<file path="src/rtl/seg_scan_to_binary_decoder.sv">
// seg_scan_to_binary_decoder
// Recovers the 0..15 binary value from a scanned two-digit 7-segment bus
// (tens sample, then units sample). A value is published only after it has
// been seen in STABLE_FRAMES consecutive good frames. Illegal codes, sums
// above 15 and stalled frames raise a one-cycle err pulse.
module seg_scan_to_binary_decoder #(
  parameter int unsigned STABLE_FRAMES  = 2,
  parameter int unsigned TIMEOUT_CYCLES = 255
) (
  input  logic       clk,
  input  logic       rst,
  input  logic [7:0] seg_in,
  input  logic       digit_sel,
  input  logic       strobe,
  output logic [3:0] value_out,
  output logic       valid,
  output logic       update,
  output logic       err
);

  localparam logic [0:0] ST_WAIT_TENS  = 1'b0;
  localparam logic [0:0] ST_WAIT_UNITS = 1'b1;

  // Segment patterns for digits 0..9, bit7 (blank) must be 0 for a match.
  localparam logic [7:0] SEG_CODES [10] = '{
    8'h3F, 8'h06, 8'h5B, 8'h4F, 8'h66, 8'h6D, 8'h7D, 8'h07, 8'h7F, 8'h6F
  };

  localparam logic [3:0]  STABLE_N       = STABLE_FRAMES[3:0];
  localparam int unsigned TIMEOUT_LAST_I = TIMEOUT_CYCLES - 1;
  localparam logic [7:0]  TIMEOUT_LAST   = TIMEOUT_LAST_I[7:0];

  // Registered state
  logic [0:0] r_state;
  logic       r_tens;
  logic [7:0] r_timer;
  logic [3:0] r_match_cnt;
  logic [3:0] r_candidate;
  logic [3:0] r_value;
  logic       r_valid;
  logic       r_update;
  logic       r_err;

  // Next-state values
  logic [0:0] w_state_next;
  logic       w_tens_next;
  logic [7:0] w_timer_next;
  logic [3:0] w_match_cnt_next;
  logic [3:0] w_candidate_next;
  logic [3:0] w_value_next;
  logic       w_valid_next;
  logic       w_update_next;
  logic       w_err_next;

  // Decode helpers
  logic [9:0] w_hit;
  logic [3:0] w_digit;
  logic       w_legal;
  logic       w_tens_ok;
  logic [4:0] w_sum;
  logic       w_sum_ok;
  logic [3:0] w_frame;

  // One exact comparator per table entry.
  genvar gi;
  generate
    for (gi = 0; gi < 10; gi++) begin : g_match
      assign w_hit[gi] = (seg_in == SEG_CODES[gi]);
    end
  endgenerate

  // Collapse the one-hot hit vector into the digit value.
  always_comb begin
    w_digit = 4'd0;
    for (int i = 0; i < 10; i++) begin
      if (w_hit[i]) begin
        w_digit = 4'(i);
      end
    end
  end

  assign w_legal   = |w_hit;
  assign w_tens_ok = w_hit[0] | w_hit[1];
  // Sum is formed at 5 bits so 16..19 are detectable before truncation.
  assign w_sum     = (r_tens ? 5'd10 : 5'd0) + {1'b0, w_digit};
  assign w_sum_ok  = w_legal && (w_sum <= 5'd15);
  assign w_frame   = w_sum[3:0];

  // Frame assembly, timeout and stability tracking.
  always_comb begin
    w_state_next     = r_state;
    w_tens_next      = r_tens;
    w_timer_next     = r_timer;
    w_match_cnt_next = r_match_cnt;
    w_candidate_next = r_candidate;
    w_value_next     = r_value;
    w_valid_next     = r_valid;
    w_update_next    = 1'b0;
    w_err_next       = 1'b0;

    case (r_state)
      ST_WAIT_TENS: begin
        // Units samples are ignored here so the decoder resyncs on tens.
        if (strobe && !digit_sel) begin
          if (w_tens_ok) begin
            w_tens_next  = w_hit[1];
            w_timer_next = 8'd0;
            w_state_next = ST_WAIT_UNITS;
          end else begin
            w_err_next = 1'b1;
          end
        end
      end

      default: begin
        if (strobe && digit_sel) begin
          w_state_next = ST_WAIT_TENS;
          if (w_sum_ok) begin
            if ((r_match_cnt != 4'd0) && (w_frame == r_candidate)) begin
              // Counter saturates at STABLE_N; only the step onto it publishes.
              if (r_match_cnt < STABLE_N) begin
                w_match_cnt_next = r_match_cnt + 4'd1;
                if ((r_match_cnt + 4'd1) == STABLE_N) begin
                  w_value_next  = w_frame;
                  w_valid_next  = 1'b1;
                  w_update_next = 1'b1;
                end
              end
            end else begin
              w_candidate_next = w_frame;
              w_match_cnt_next = 4'd1;
              if (STABLE_N == 4'd1) begin
                w_value_next  = w_frame;
                w_valid_next  = 1'b1;
                w_update_next = 1'b1;
              end
            end
          end else begin
            w_err_next       = 1'b1;
            w_match_cnt_next = 4'd0;
          end
        end else if (strobe) begin
          // A fresh tens sample replaces the pending one.
          if (w_tens_ok) begin
            w_tens_next  = w_hit[1];
            w_timer_next = 8'd0;
          end else begin
            w_err_next   = 1'b1;
            w_state_next = ST_WAIT_TENS;
          end
        end else begin
          w_timer_next = r_timer + 8'd1;
          if (r_timer == TIMEOUT_LAST) begin
            w_err_next       = 1'b1;
            w_match_cnt_next = 4'd0;
            w_state_next     = ST_WAIT_TENS;
          end
        end
      end
    endcase
  end

  // State and output registers, cleared asynchronously.
  always_ff @(posedge clk or posedge rst) begin
    if (rst) begin
      r_state     <= ST_WAIT_TENS;
      r_tens      <= 1'b0;
      r_timer     <= 8'd0;
      r_match_cnt <= 4'd0;
      r_candidate <= 4'd0;
      r_value     <= 4'd0;
      r_valid     <= 1'b0;
      r_update    <= 1'b0;
      r_err       <= 1'b0;
    end else begin
      r_state     <= w_state_next;
      r_tens      <= w_tens_next;
      r_timer     <= w_timer_next;
      r_match_cnt <= w_match_cnt_next;
      r_candidate <= w_candidate_next;
      r_value     <= w_value_next;
      r_valid     <= w_valid_next;
      r_update    <= w_update_next;
      r_err       <= w_err_next;
    end
  end

  assign value_out = r_value;
  assign valid     = r_valid;
  assign update    = r_update;
  assign err       = r_err;

endmodule

</file>
<file path="config.mk">
export PLATFORM = sky130hd
export DESIGN_NAME = seg_scan_to_binary_decoder
export DESIGN_NICKNAME = d
export VERILOG_FILES = /design/src/rtl/seg_scan_to_binary_decoder.sv
export SDC_FILE = /design/constraint.sdc
export NUM_CORES = 1
export LEC_CHECK = 0
export CAP_MARGIN = 25
export CORE_ASPECT_RATIO = 0.6
export CORE_MARGIN = 3
export CORE_UTILIZATION = 50
export DETAILED_ROUTE_END_ITERATION = 16
export GPL_TIMING_DRIVEN = 0
export PLACE_DENSITY = 0.75
export SYNTH_ARGS = -nofsm -noshare
export SYNTH_HDL_FRONTEND = slang
export SYNTH_SLANG_ARGS = --single-unit
</file>
<file path="constraint.sdc">
create_clock -name clk -period 2.3 [get_ports clk]
set_clock_uncertainty 0.05 [all_clocks]
set_input_delay 0.345 -clock clk [delete_from_list [all_inputs] [get_ports clk]]
set_output_delay 0.345 -clock clk [all_outputs]
set_load 0.02 [all_outputs]
</file>
==> flow_summary.yaml, run 1 <==
floorplan:
  die_x_um: 79.0
  start_util_pct: 53.8
  core_sq_um: 2970
  dieArea_sq_um: 3930
  rows: 15
  ios: 19
  die_h_um: 49.8
route:
  highest_layer: "met4"
  drc: 0
  dr.first_iter.drc_count: 69
  routedWlPerCell_um: 16.9
  wl_met1_mm: 1.93
  vias: 1331
  antenna_left: 0
  routed_wl_mm: 3.93
  vias_per_cell: 5.74
  firstDrtPassIters: 4
  met3WireLength_um: 179
  dr_wl_met2_mm: 1.81
clock_network:
  cts.sinks: 25
  clockBufferDepth: 2
  cts_tree: "done"
  cts-htree-levels: 1
  root_buffer: "clkbuf_8"
  clkTransAtPathRegs_ns: 0.08
  clock_latency_ns: 0.26
  numCtsBuffers: 3
yosys:
  synth-edff-count: 0
  synth_area_leaders: "dfrtp_1 (39%), ha_1 (6.3%), nor2_1 (4.2%), xor2_1 (3.8%), mux2_4 (3.8%)"
  synth_cells: 158
  syn_avg_cell_area_sq_um: 10.1
  yosys_warnings: 0
  syn_area_sq_um: 1600
  ys.flop_type: "dfrtp_1"
  yosys.cell_count.top_type: "dfrtp_1"
  async_flop_share_pct: 100
  yosys.area.top_type: "dfrtp_1"
  ys_seq_elements: 25
  synth_cell_types: 50
  syn_nets: 178
  synth.top_cell.area_share_pct: 39.2
  ys_seq_area_share_pct: 39.2
  synth_commonest_cells: "dfrtp_1 (25), nor2_1 (18), nand2_1 (9)"
run_status:
  violations: "setup timing"
  status: "finished with violations"
finish:
  drive_gt1_share_pct: 31.1
  final_util_pct: 71.0
  num_antenna_cells: 0
  area_growth_pct: 31.8
  instances_no_fill: 232
  multi_input_area_sq_um: 1090
  area.sequential_sq_um: 626
  stdcell_area_sq_um: 2100
  nets: 211
  n_fill_cell: 226
worst_hold_path:
  hold_class: "primary input to flip-flop"
  min_path_cells: 2
  hold_start: "seg_in[0]"
setup_path:
  crit_type: "primary input to flip-flop"
  ff2ff_setup_slack_ns: -0.10
  critPathMaxFanout: 4
  crit_start: "seg_in[7]"
  slowest_delay_ns: 0.35
  r2r-end: "r_match_cnt[0]$_DFFE_PP0P_"
  timing.rr.start: "r_tens$_DFFE_PP0P_"
  worst_setup_path_end_kind: "flip-flop"
  crit_slowest_cell: "a311oi_4"
  path_cells: "buf_8 -> nand4bb_4 -> and4bb_2 -> nor2_1 -> o21ai_1 -> ha_2 -> ha_4 -> xor2_4 -> xor2_2 -> nor4_4 -> buf_4 -> a311oi_4 -> mux2_4"
  arrival_ns: 2.89
  cp-start-kind: "primary input"
  worstPathRequired_ns: 2.40
  endpoint: "r_candidate[3]$_DFFE_PP0P_"
  rr_worst_depth: 8
run:
  maxCapViolCount: 0
timing:
  setup_viol_count_final: 12
  rsz0062_at_grt: "yes"
  holdWs_ns: 0.315
  max_slew_margin_pct: 39.0
  fin_ws_ns: -0.491
  tightest_slew_ns: 0.913
  fmax_ghz: 0.358
  finalHoldViolCount: 0
  fin_crit_ns: 2.79
  maxSlewViolCount: 0
  fin_crit_sh_pct: 121
grt:
  antenna_found_initial: 0
  grt_pass1_vias: 1295
  grtUsageTotal_pct: 21.0
  grt_pass1_wl_mm: 6.38
  grt_max_degree: 26
  grt_overflow: 0
placement:
  dpl_cell_area_sq_um: 1860
  place_ws_ns: -1.40
  dp_cells: 216
  hpwl_mm: 2.64
  io_buffers: 16
  gp_congestion: 0.835
power_and_ir_drop:
  peakVddDrop_uv: 343
  power_density_nw_per_um2: 389
  leakagePower_nw: 0.890
logic make-up after synthesis:
kind of cell               synth area share, %
and+or+nand+nor                           26.5
AOI/OAI and AO/OA                         15.3
DFF                                       39.2
buffers and inverters                     2.51
xor gates and xnor gates                  4.39
adders and majority gates                 6.27
muxes                                     5.88
how the worst min path moves through the flow:
stage | end | slack [ns]
3_5_place_dp | valid$_DFFE_PP0P_ | 0.43
3_3_place_gp | valid$_DFFE_PP0P_ | 0.40
6_report | r_tens$_DFFE_PP0P_ | 0.32
2_1_floorplan | err$_DFF_PP0_ | 0.32
4_1_cts | r_tens$_DFFE_PP0P_ | 0.35
5_1_grt | r_tens$_DFFE_PP0P_ | 0.31
cells in the final DEF, fill, tap and decap left out, types with 2 or more instances in the layout:
cell type        count
xor2_2               2
xor2_1               4
dfrtp_1             25
nor3b_1              2
a21oi_1              7
or4_4                2
nand2b_1             2
nand4_1              8
mux2_4               6
or3_1                3
nand3_1              2
buf_4               16
clkdlybuf4s50_1     10
o21ai_0              6
ha_1                 6
a41oi_1              2
and3_1               2
nand2_1              9
clkbuf_8             3
inv_1                8
nor2_1              18
through the flow:
stage / power [W] / setup TNS [ns]
2_1_floorplan: 0.000517 / -4.51
3_5_place_dp: 0.000556 / -17.07
5_1_grt: 0.000863 / -4.72
3_3_place_gp: 0.000553 / -15.91
4_1_cts: 0.000817 / -2.75
6_report: 0.000819 / -4.18
where the power goes:
part           switching, W  total [W]  internal [W]
Clock              0.000128   0.000251      0.000124
Combinational     0.0000652   0.000117     0.0000518
Sequential       0.00000630   0.000451      0.000445
flip-flops by register name, summed over array words and instances (netlist names):
signal / cells
valid: 1
update: 1
r_timer: 8
r_match_cnt: 4
r_tens: 1
r_candidate: 4
r_state: 1
value_out: 4
err: 1
area by class of cell:
cell class,instances,area share [%]
Buffer,2,0.713
Tap cell,42,2.50
Sequential cell,25,29.7
Inverter,8,1.43
Multi-Input combinational cell,123,51.9
Timing Repair Buffer,28,11.6
Clock buffer,4,2.14
per-layer routing:
metal,up-vias,GRT usage [%]
met5,-,0
met4,0,4.57
met3,2,4.56
met2,36,31.5
met1,639,31.1
li1,654,-
critical path, delay by kind of cell:
kind	cells	cell delay [ns]
xor+xnor	2	0.40
buf+inv	2	0.28
simple gates	4	0.67
mux	1	0.34
fa+ha+maj	2	0.39
compound gates	2	0.46
timing repair:
item | 4_1_cts | 5_1_grt
resized for setup | 35 | 19
endpoints found under the setup margin | 15 | 12
hold buffers | 0 | 0
buffers inserted | 9 | 6
endpoints found under the hold margin | 0 | 0
pin swaps | 10 | 8
Power figures use the tool's default switching activity.
==> inputs of run 2 (changes only) <==
--- a/config.mk
+++ b/config.mk
@@ -5,6 +5,7 @@
 export SDC_FILE = /design/constraint.sdc
 export NUM_CORES = 1
 export LEC_CHECK = 0
+export ABC_CLOCK_PERIOD_IN_PS = 2300
 export CAP_MARGIN = 25
 export CORE_ASPECT_RATIO = 0.6
 export CORE_MARGIN = 3
==> results of run 2 <==
Same layout as run 1: the final DEF is identical, and so are final timing and power.
